`src/rtl/generic_fifo_sc_c.sv`:
```
// generic_fifo_sc_c: single-clock FIFO built on an internal register array.
// It keeps an exact occupancy count and registered empty/full flags, with
// almost-empty and almost-full thresholds that can be changed at run time.
// The overflow and underflow error flags are sticky, and every push and pop
// is guarded by the registered flags.
// Optional build macro: SC_FIFO_FWFT_EN selects first-word-fall-through mode,
// where dout shows the head word combinationally. With the macro undefined,
// dout is registered and has a 1-cycle read latency.
module generic_fifo_sc_c #(
  parameter int unsigned dw = 8,
  parameter int unsigned aw = 4
) (
  input  logic          clk,
  input  logic          rst,
  input  logic          clr,
  input  logic [dw-1:0] din,
  input  logic          we,
  input  logic          re,
  input  logic [aw:0]   ae_thr,
  input  logic [aw:0]   af_thr,
  output logic [dw-1:0] dout,
  output logic          empty,
  output logic          full,
  output logic          aempty,
  output logic          afull,
  output logic [aw:0]   cnt,
  output logic          ovf,
  output logic          udf
);

  localparam int unsigned DEPTH = 1 << aw;
  localparam int unsigned CW    = aw + 1;

  logic [dw-1:0] mem_q [DEPTH];

  logic [aw:0]   wp_q, wp_d;
  logic [aw:0]   rp_q, rp_d;
  logic [aw:0]   cnt_q, cnt_d;
  logic          empty_q, empty_d;
  logic          full_q, full_d;
  logic          aempty_q, aempty_d;
  logic          afull_q, afull_d;
  logic          ovf_q, ovf_d;
  logic          udf_q, udf_d;
  logic          push_c, pop_c;
  logic [aw:0]   cnt_nx;
`ifndef SC_FIFO_FWFT_EN
  logic [dw-1:0] dout_q, dout_d;
`endif

  // Guarded push/pop from registered flags; clear suppresses both
  assign push_c = we & ~full_q  & ~clr;
  assign pop_c  = re & ~empty_q & ~clr;
  assign cnt_nx = cnt_q + CW'(push_c) - CW'(pop_c);

  // Next-state for pointers, count, flags and error bits
  always_comb begin
    wp_d     = wp_q;
    rp_d     = rp_q;
    cnt_d    = cnt_q;
    empty_d  = empty_q;
    full_d   = full_q;
    aempty_d = aempty_q;
    afull_d  = afull_q;
    ovf_d    = ovf_q;
    udf_d    = udf_q;
`ifndef SC_FIFO_FWFT_EN
    dout_d   = dout_q;
`endif
    if (clr) begin
      wp_d     = '0;
      rp_d     = '0;
      cnt_d    = '0;
      empty_d  = 1'b1;
      full_d   = 1'b0;
      aempty_d = 1'b1;
      afull_d  = 1'b0;
      ovf_d    = 1'b0;
      udf_d    = 1'b0;
    end else begin
      wp_d     = wp_q + CW'(push_c);
      rp_d     = rp_q + CW'(pop_c);
      cnt_d    = cnt_nx;
      empty_d  = (cnt_nx == '0);
      full_d   = (cnt_nx == CW'(DEPTH));
      aempty_d = (cnt_nx <= ae_thr);
      afull_d  = (cnt_nx >= af_thr);
      ovf_d    = ovf_q | (we & full_q);
      udf_d    = udf_q | (re & empty_q);
`ifndef SC_FIFO_FWFT_EN
      if (pop_c) dout_d = mem_q[rp_q[aw-1:0]];
`endif
    end
  end

  // State register with asynchronous reset
  always_ff @(posedge clk or posedge rst) begin
    if (rst) begin
      wp_q     <= '0;
      rp_q     <= '0;
      cnt_q    <= '0;
      empty_q  <= 1'b1;
      full_q   <= 1'b0;
      aempty_q <= 1'b1;
      afull_q  <= 1'b0;
      ovf_q    <= 1'b0;
      udf_q    <= 1'b0;
`ifndef SC_FIFO_FWFT_EN
      dout_q   <= '0;
`endif
    end else begin
      wp_q     <= wp_d;
      rp_q     <= rp_d;
      cnt_q    <= cnt_d;
      empty_q  <= empty_d;
      full_q   <= full_d;
      aempty_q <= aempty_d;
      afull_q  <= afull_d;
      ovf_q    <= ovf_d;
      udf_q    <= udf_d;
`ifndef SC_FIFO_FWFT_EN
      dout_q   <= dout_d;
`endif
    end
  end

  // Storage array; contents are intentionally not reset
  always_ff @(posedge clk) begin
    if (push_c) mem_q[wp_q[aw-1:0]] <= din;
  end

`ifndef SYNTHESIS
  // Simulation-only warnings on error events
  always_ff @(posedge clk) begin
    if (!rst && !clr && we && full_q)
      $display("WARNING: generic_fifo_sc_c overflow at %0t", $time);
    if (!rst && !clr && re && empty_q)
      $display("WARNING: generic_fifo_sc_c underflow at %0t", $time);
  end
`endif

`ifdef SC_FIFO_FWFT_EN
  assign dout   = mem_q[rp_q[aw-1:0]];
`else
  assign dout   = dout_q;
`endif
  assign empty  = empty_q;
  assign full   = full_q;
  assign aempty = aempty_q;
  assign afull  = afull_q;
  assign cnt    = cnt_q;
  assign ovf    = ovf_q;
  assign udf    = udf_q;

endmodule

```
`config.mk`:
```
export PLATFORM = sky130hd
export DESIGN_NAME = generic_fifo_sc_c
export DESIGN_NICKNAME = d
export VERILOG_FILES = /design/src/rtl/generic_fifo_sc_c.sv
export SDC_FILE = /design/constraint.sdc
export NUM_CORES = 1
export LEC_CHECK = 0
export BUFFER_PORTS_ARGS = -buffer_cell sky130_fd_sc_hd__buf_2
export CORE_ASPECT_RATIO = 0.9
export CORE_MARGIN = 10
export CORE_UTILIZATION = 30
export DETAILED_ROUTE_END_ITERATION = 10
export PLACE_DENSITY = 0.5
export SYNTH_ARGS = -nofsm -noshare
export SYNTH_HDL_FRONTEND = slang
export SYNTH_SLANG_ARGS = --single-unit
```
`constraint.sdc`:
```
create_clock -name clk -period 2.9 [get_ports clk]
set_input_delay 0.29 -clock clk [delete_from_list [all_inputs] [get_ports clk]]
set_output_delay 0.29 -clock clk [all_outputs]
set_load 0.03 [all_outputs]
```
---- Word-level counts from Yosys, hierarchy flattened ----
Memories as Yosys holds them, arrays and structs flattened. A register that Yosys moved wholly into a read port is not among the register bits.
Cells that the tools add are included.
word-level totals
  register bits after elaboration ......... 21
  RAM bits ................................ 128
  bits of input ports ..................... 23
  output and inout bits ................... 19
  logic and storage cells ................. 41
  memories kept ........................... 1
operators by class
  $add $sub $neg .......................... 4
  order comparisons ....................... 2
  eq/ne operators ......................... 1
  multiplexer cells ....................... 11
  bitwise operators ....................... 11
  reductions and logical operators ........ 2
memory list
  memory  words  bits a word  rd ports  clocked after Yosys merged registers in  write ports  line  text
  mem_q   16     8            1         1                                        1            34    logic [dw-1:0] mem_q [DEPTH];
operator list
  kind                  count
  $add A5 B1 Y5         3
  $mux W5               3
  $mux W1               8
  $and A1 B1 Y1         6
  $eq A5 B5 Y1 const B  1
  $ge A5 B5 Y1          1
  $le A5 B5 Y1          1
  $logic_not A5 Y1      1
  $sub A5 B1 Y5         1
  $not A1 Y1            3
  $or A1 B1 Y1          2
  $reduce_and A2 Y1     1

---- Depth between registers and ports, before layout ----
  depth after elaboration ................. 7
  depth in mapped cells ................... 17

---- Worst setup path before layout ----
OpenSTA, ideal clock, no wires.
  kind .................................... reg2reg
  start ................................... register empty_q, in the netlist empty
  end ..................................... register aempty_q, in the netlist aempty
  library setup time ...................... 97 ps
  data arrival time ....................... 3113 ps
  required time ........................... 2803 ps
  setup slack ............................. -310 ps
  cell stages (with the launch flop) ...... 17
  buffers on the path ..................... 1
  clock period less this slack ............ 3210 ps
  cells stage by stage .................... dfstp_2 nor3b_1 buf_2 ha_1 inv_1 ha_1 inv_1 fa_1 nor2b_1 o21a_1 or3_1 nand2_1 ha_1 nand4b_1 nand3_1 nor4bb_1 o221ai_1
between the ends
  longest elaborated chain between the ends .. 6
RTL lines
  what                         line  text
  start, declared              39    logic empty_q, empty_d;
  start signal, assigned       115   empty_q <= empty_d;
  $not A1 Y1                   53    assign pop_c = re & ~empty_q & ~clr;
  $and A1 B1 Y1 (2 in series)  53
  $sub A5 B1 Y5                54    assign cnt_nx = cnt_q + CW'(push_c) - CW'(pop_c);
  $le A5 B5 Y1                 86    aempty_d = (cnt_nx <= ae_thr);
  $mux W1                      70    if (clr) begin
  named net aempty_d           41    logic aempty_q, aempty_d;
  end signal, assigned         117   aempty_q <= aempty_d;
  end, declared                41
The timed path passes the listed nets, and every way through them passes these cells.

---- Worst setup path in the final report ----
Same ends and word-level chain as after synthesis.

==> flow_metrics.py <==
metrics = {
    "status": {
        "status": "complete, no violations",
    },
    "die": {
        "placementRows": 51,
        "pin_count": 42,
        "start_util_pct": 30.3,
        "dieArea_mm2": 0.0281,
        "die-width_um": 176,
        "coreArea_mm2": 0.0216,
        "die_height_um": 160,
    },
    "synthesis": {
        "synth_top_family_by_area": "multiplexers",
        "synth_top_cell_by_area": "edfxtp_1",
        "synth.distinct_cells": 47,
        "yosysSeqAreaShare_pct": 69.2,
        "yosysMostFrequentCell": "edfxtp_1",
        "postSynthAreaPerCell_um2": 18.0,
        "synthFlopType": "edfxtp_1",
        "synthAdderAreaFrac_pct": 3.56,
        "syn_area_mm2": 0.00654,
        "async_flop_share_pct": 17.4,
        "synth-edff-count": 128,
        "netlist.area_leader.share_pct": 58.8,
        "synthTopCellsByArea": "edfxtp_1, mux4_1, dfrtp_1",
        "synthSimpleGateAreaFrac_pct": 5.95,
        "synth_warnings": 0,
        "yosys.area_share.xor_xnor_pct": 1.15,
        "yosys_register_bits": 155,
        "synth-compound-area-share_pct": 3.50,
        "syn_nets": 405,
        "synth_common_cells": "edfxtp_1, mux4_1, nor2_1",
        "synthMuxAreaShare_pct": 14.0,
        "syn_inst": 364,
    },
    "placement": {
        "dp_hpwl_um": 8940,
        "placed_area_mm2": 0.00725,
        "portBuffers": 41,
        "gp_congestion": 0.769,
    },
    "worst_setup_path": {
        "startpoint": "empty",
        "cp-endpoint": "aempty",
        "slowest_delay_ns": 0.56,
        "cpLargestDelayFamily": "adder cells",
        "r2r_cells": 15,
        "cp-start-kind": "register",
        "worstPathRequired_ns": 3.24,
        "cpMostUsedCell": "ha_4",
        "reg2reg_slack_ns": 0.03,
        "r2r-start": "empty",
        "path_class": "register to register",
        "cp.arrival_ns": 3.21,
        "cp-end-kind": "register",
        "worstPathCellList": "nor3b_4 > ha_4 > inv_2 > ha_4 > inv_2 > fa_2 > nor2b_4 > o21a_1 > o21ai_1 > nand2_4 > ha_4 > nand4b_1 > nand3_1 > nor4bb_2 > o221ai_1",
        "crit_slowest_cell": "dfstp_2",
        "cp.depth": 15,
        "path_max_fanout": 3,
        "path_buf_inv": 2,
        "r2r-end": "aempty",
    },
    "grt": {
        "grt_usage_pct": 10.1,
        "grt_overflow": 0,
        "grt_max_degree": 34,
        "antenna_found_initial": 1,
        "grt_pass1_vias": 3665,
        "grt_pass1_wl_um": 21200,
    },
    "cells_and_area": {
        "regArea_mm2": 0.00452,
        "stdcell_area_mm2": 0.00795,
        "drive_gt1_share_pct": 27.3,
        "nFillCells": 2060,
        "multi_input_area_mm2": 0.00196,
        "syn_to_final_growth_pct": 21.6,
        "fin_nets": 479,
    },
    "route": {
        "drtIter0Drc": 205,
        "drc": 0,
        "routedWlPerCell_um": 18.9,
        "via_per_inst": 4.65,
        "drt_pass1_iterations": 4,
        "vias": 3452,
        "detail-route-antenna-nets": 0,
        "wl_um": 14000,
    },
    "clocking": {
        "clock-sinks": 155,
        "hold_buffers": 0,
        "clock_path_buffers": 2,
        "cts_root_buf": "clkbuf_16",
        "clock_latency_ns": 0.42,
        "clkTransAtPathRegs_ns": 0.07,
        "h-tree-depth": 4,
        "cts_tree": "built",
        "cts_buffers": 17,
    },
    "power": {
        "clockPowerShare_pct": 33.8,
        "leakagePower_nw": 2.88,
        "p_sw_mw": 2.03,
        "pwr-share-comb_pct": 26.5,
        "seq_power_share_pct": 39.8,
        "power-per-cell-area_mw_per_mm2": 841,
        "swShare_pct": 30.3,
        "p_int_mw": 4.66,
        "ir_drop_mv": 0.411,
    },
    "job": {
        "maxCapViolations": 0,
    },
    "worst_hold_path": {
        "hold_class": "input pin to async pin",
    },
    "timing": {
        "slew_viol_final": 0,
        "max_freq_ghz": 0.349,
        "rsz0062_at_grt": "true",
        "slew_headroom_pct": 26.5,
        "finalSetupViolCount": 0,
        "finalSetupTns_ns": 0,
        "worst_pin_slew_ns": 1.10,
        "finalHoldViolCount": 0,
        "worst_clock_skew_ns": 0.00886,
        "finalCriticalPeriod_ns": 2.87,
        "post-route-period-util_pct": 98.8,
    },
}
worst register-to-register path, cell delays in order, from the launching register on:
cell	delay, ns
dfstp_2	0.56
nor3b_4	0.06
ha_4	0.26
inv_2	0.04
ha_4	0.15
inv_2	0.05
fa_2	0.25
nor2b_4	0.05
o21a_1	0.18
o21ai_1	0.26
nand2_4	0.11
ha_4	0.28
nand4b_1	0.11
nand3_1	0.10
nor4bb_2	0.20
o221ai_1	0.14
state kept, by name, indices dropped and copies added, names as in the netlist:
signal and count:
mem_q 128, dout 8, cnt 5, rp_q 4, wp_q 4, aempty 1, afull 1, empty 1
full 1, ovf 1, udf 1
cells in the final DEF, fill, tap and decap left out, types with 13 or more instances in the layout:
cell type,Yosys,layout
edfxtp_1,128,128
buf_2,4,41
nor2_1,30,30
mux4_1,30,30
buf_4,1,27
dfrtp_1,25,25
inv_1,19,17
clkbuf_16,0,17
ha_1,17,13
what timing repair did:
item                                    CTS  global route
pin swaps                                 1             4
endpoints found under the setup margin    2             2
setup buffers                             0             4
gates resized for setup                   5            10
stage by stage:
step | power [mW] | instances | setup slack [ns] | hold slack, ns | util [%]
global route | 7.03 | 742 | -0.123 | 0.121 | 36.9
finish | 6.69 | 743 | 0.0344 | 0.138 | 36.9
CTS | 6.62 | 738 | 0.00727 | 0.117 | 36.5
global placement | 4.25 | 706 | -0.00119 | 0.488 | 33.6
detailed placement | 4.31 | 706 | -0.146 | 0.489 | 33.6
floorplan | 3.81 | 364 | -0.130 | 0.341 | -
worst min path at each step:
stage,from,endpoint,slack (ns),cells after the start
CTS,we,ovf,0.12,3
global route,we,ovf,0.12,3
detailed placement,ovf,ovf,0.49,2
floorplan,rst,afull,0.34,1
global placement,udf,udf,0.49,2
finish,rst,cnt[3],0.14,2
layer usage:
layer	wire [µm]	vias to the layer above	GRT usage, %	share of wire [%]
li1	-	1599	-	-
met1	6460	1767	12.9	46
met2	6570	74	15.5	47
met3	793	12	3.42	5.7
met4	189	0	4.04	1.3
met5	0	-	0	0
cell families after synthesis:
family | after synthesis
flip-flops | 155
buffers and inverters | 33
XOR/XNOR | 7
AO/OA/AOI/OAI | 35
adder cells (fa/ha/maj) | 18
multiplexers | 40
AND/OR/NAND/NOR | 76
power groups by stage:
stage	registers (mW)	clock network, mW	logic (mW)
4_1_cts	2.66	2.32	1.64
2_1_floorplan	2.89	0	0.918
5_1_grt	2.67	2.42	1.93
3_3_place_gp	2.70	0	1.55
3_5_place_dp	2.71	0	1.61
6_report	2.66	2.26	1.77
cell type report:
class	count	area share (%)
clock inverter	15	2.20
multi-input combinational	176	24.7
clock buffer	17	5.35
sequential	155	56.9
timing repair buffer	69	5.38
antenna	1	0.0315
inverter	19	0.897
tap	291	4.58
(Power assumes the default switching activity.)
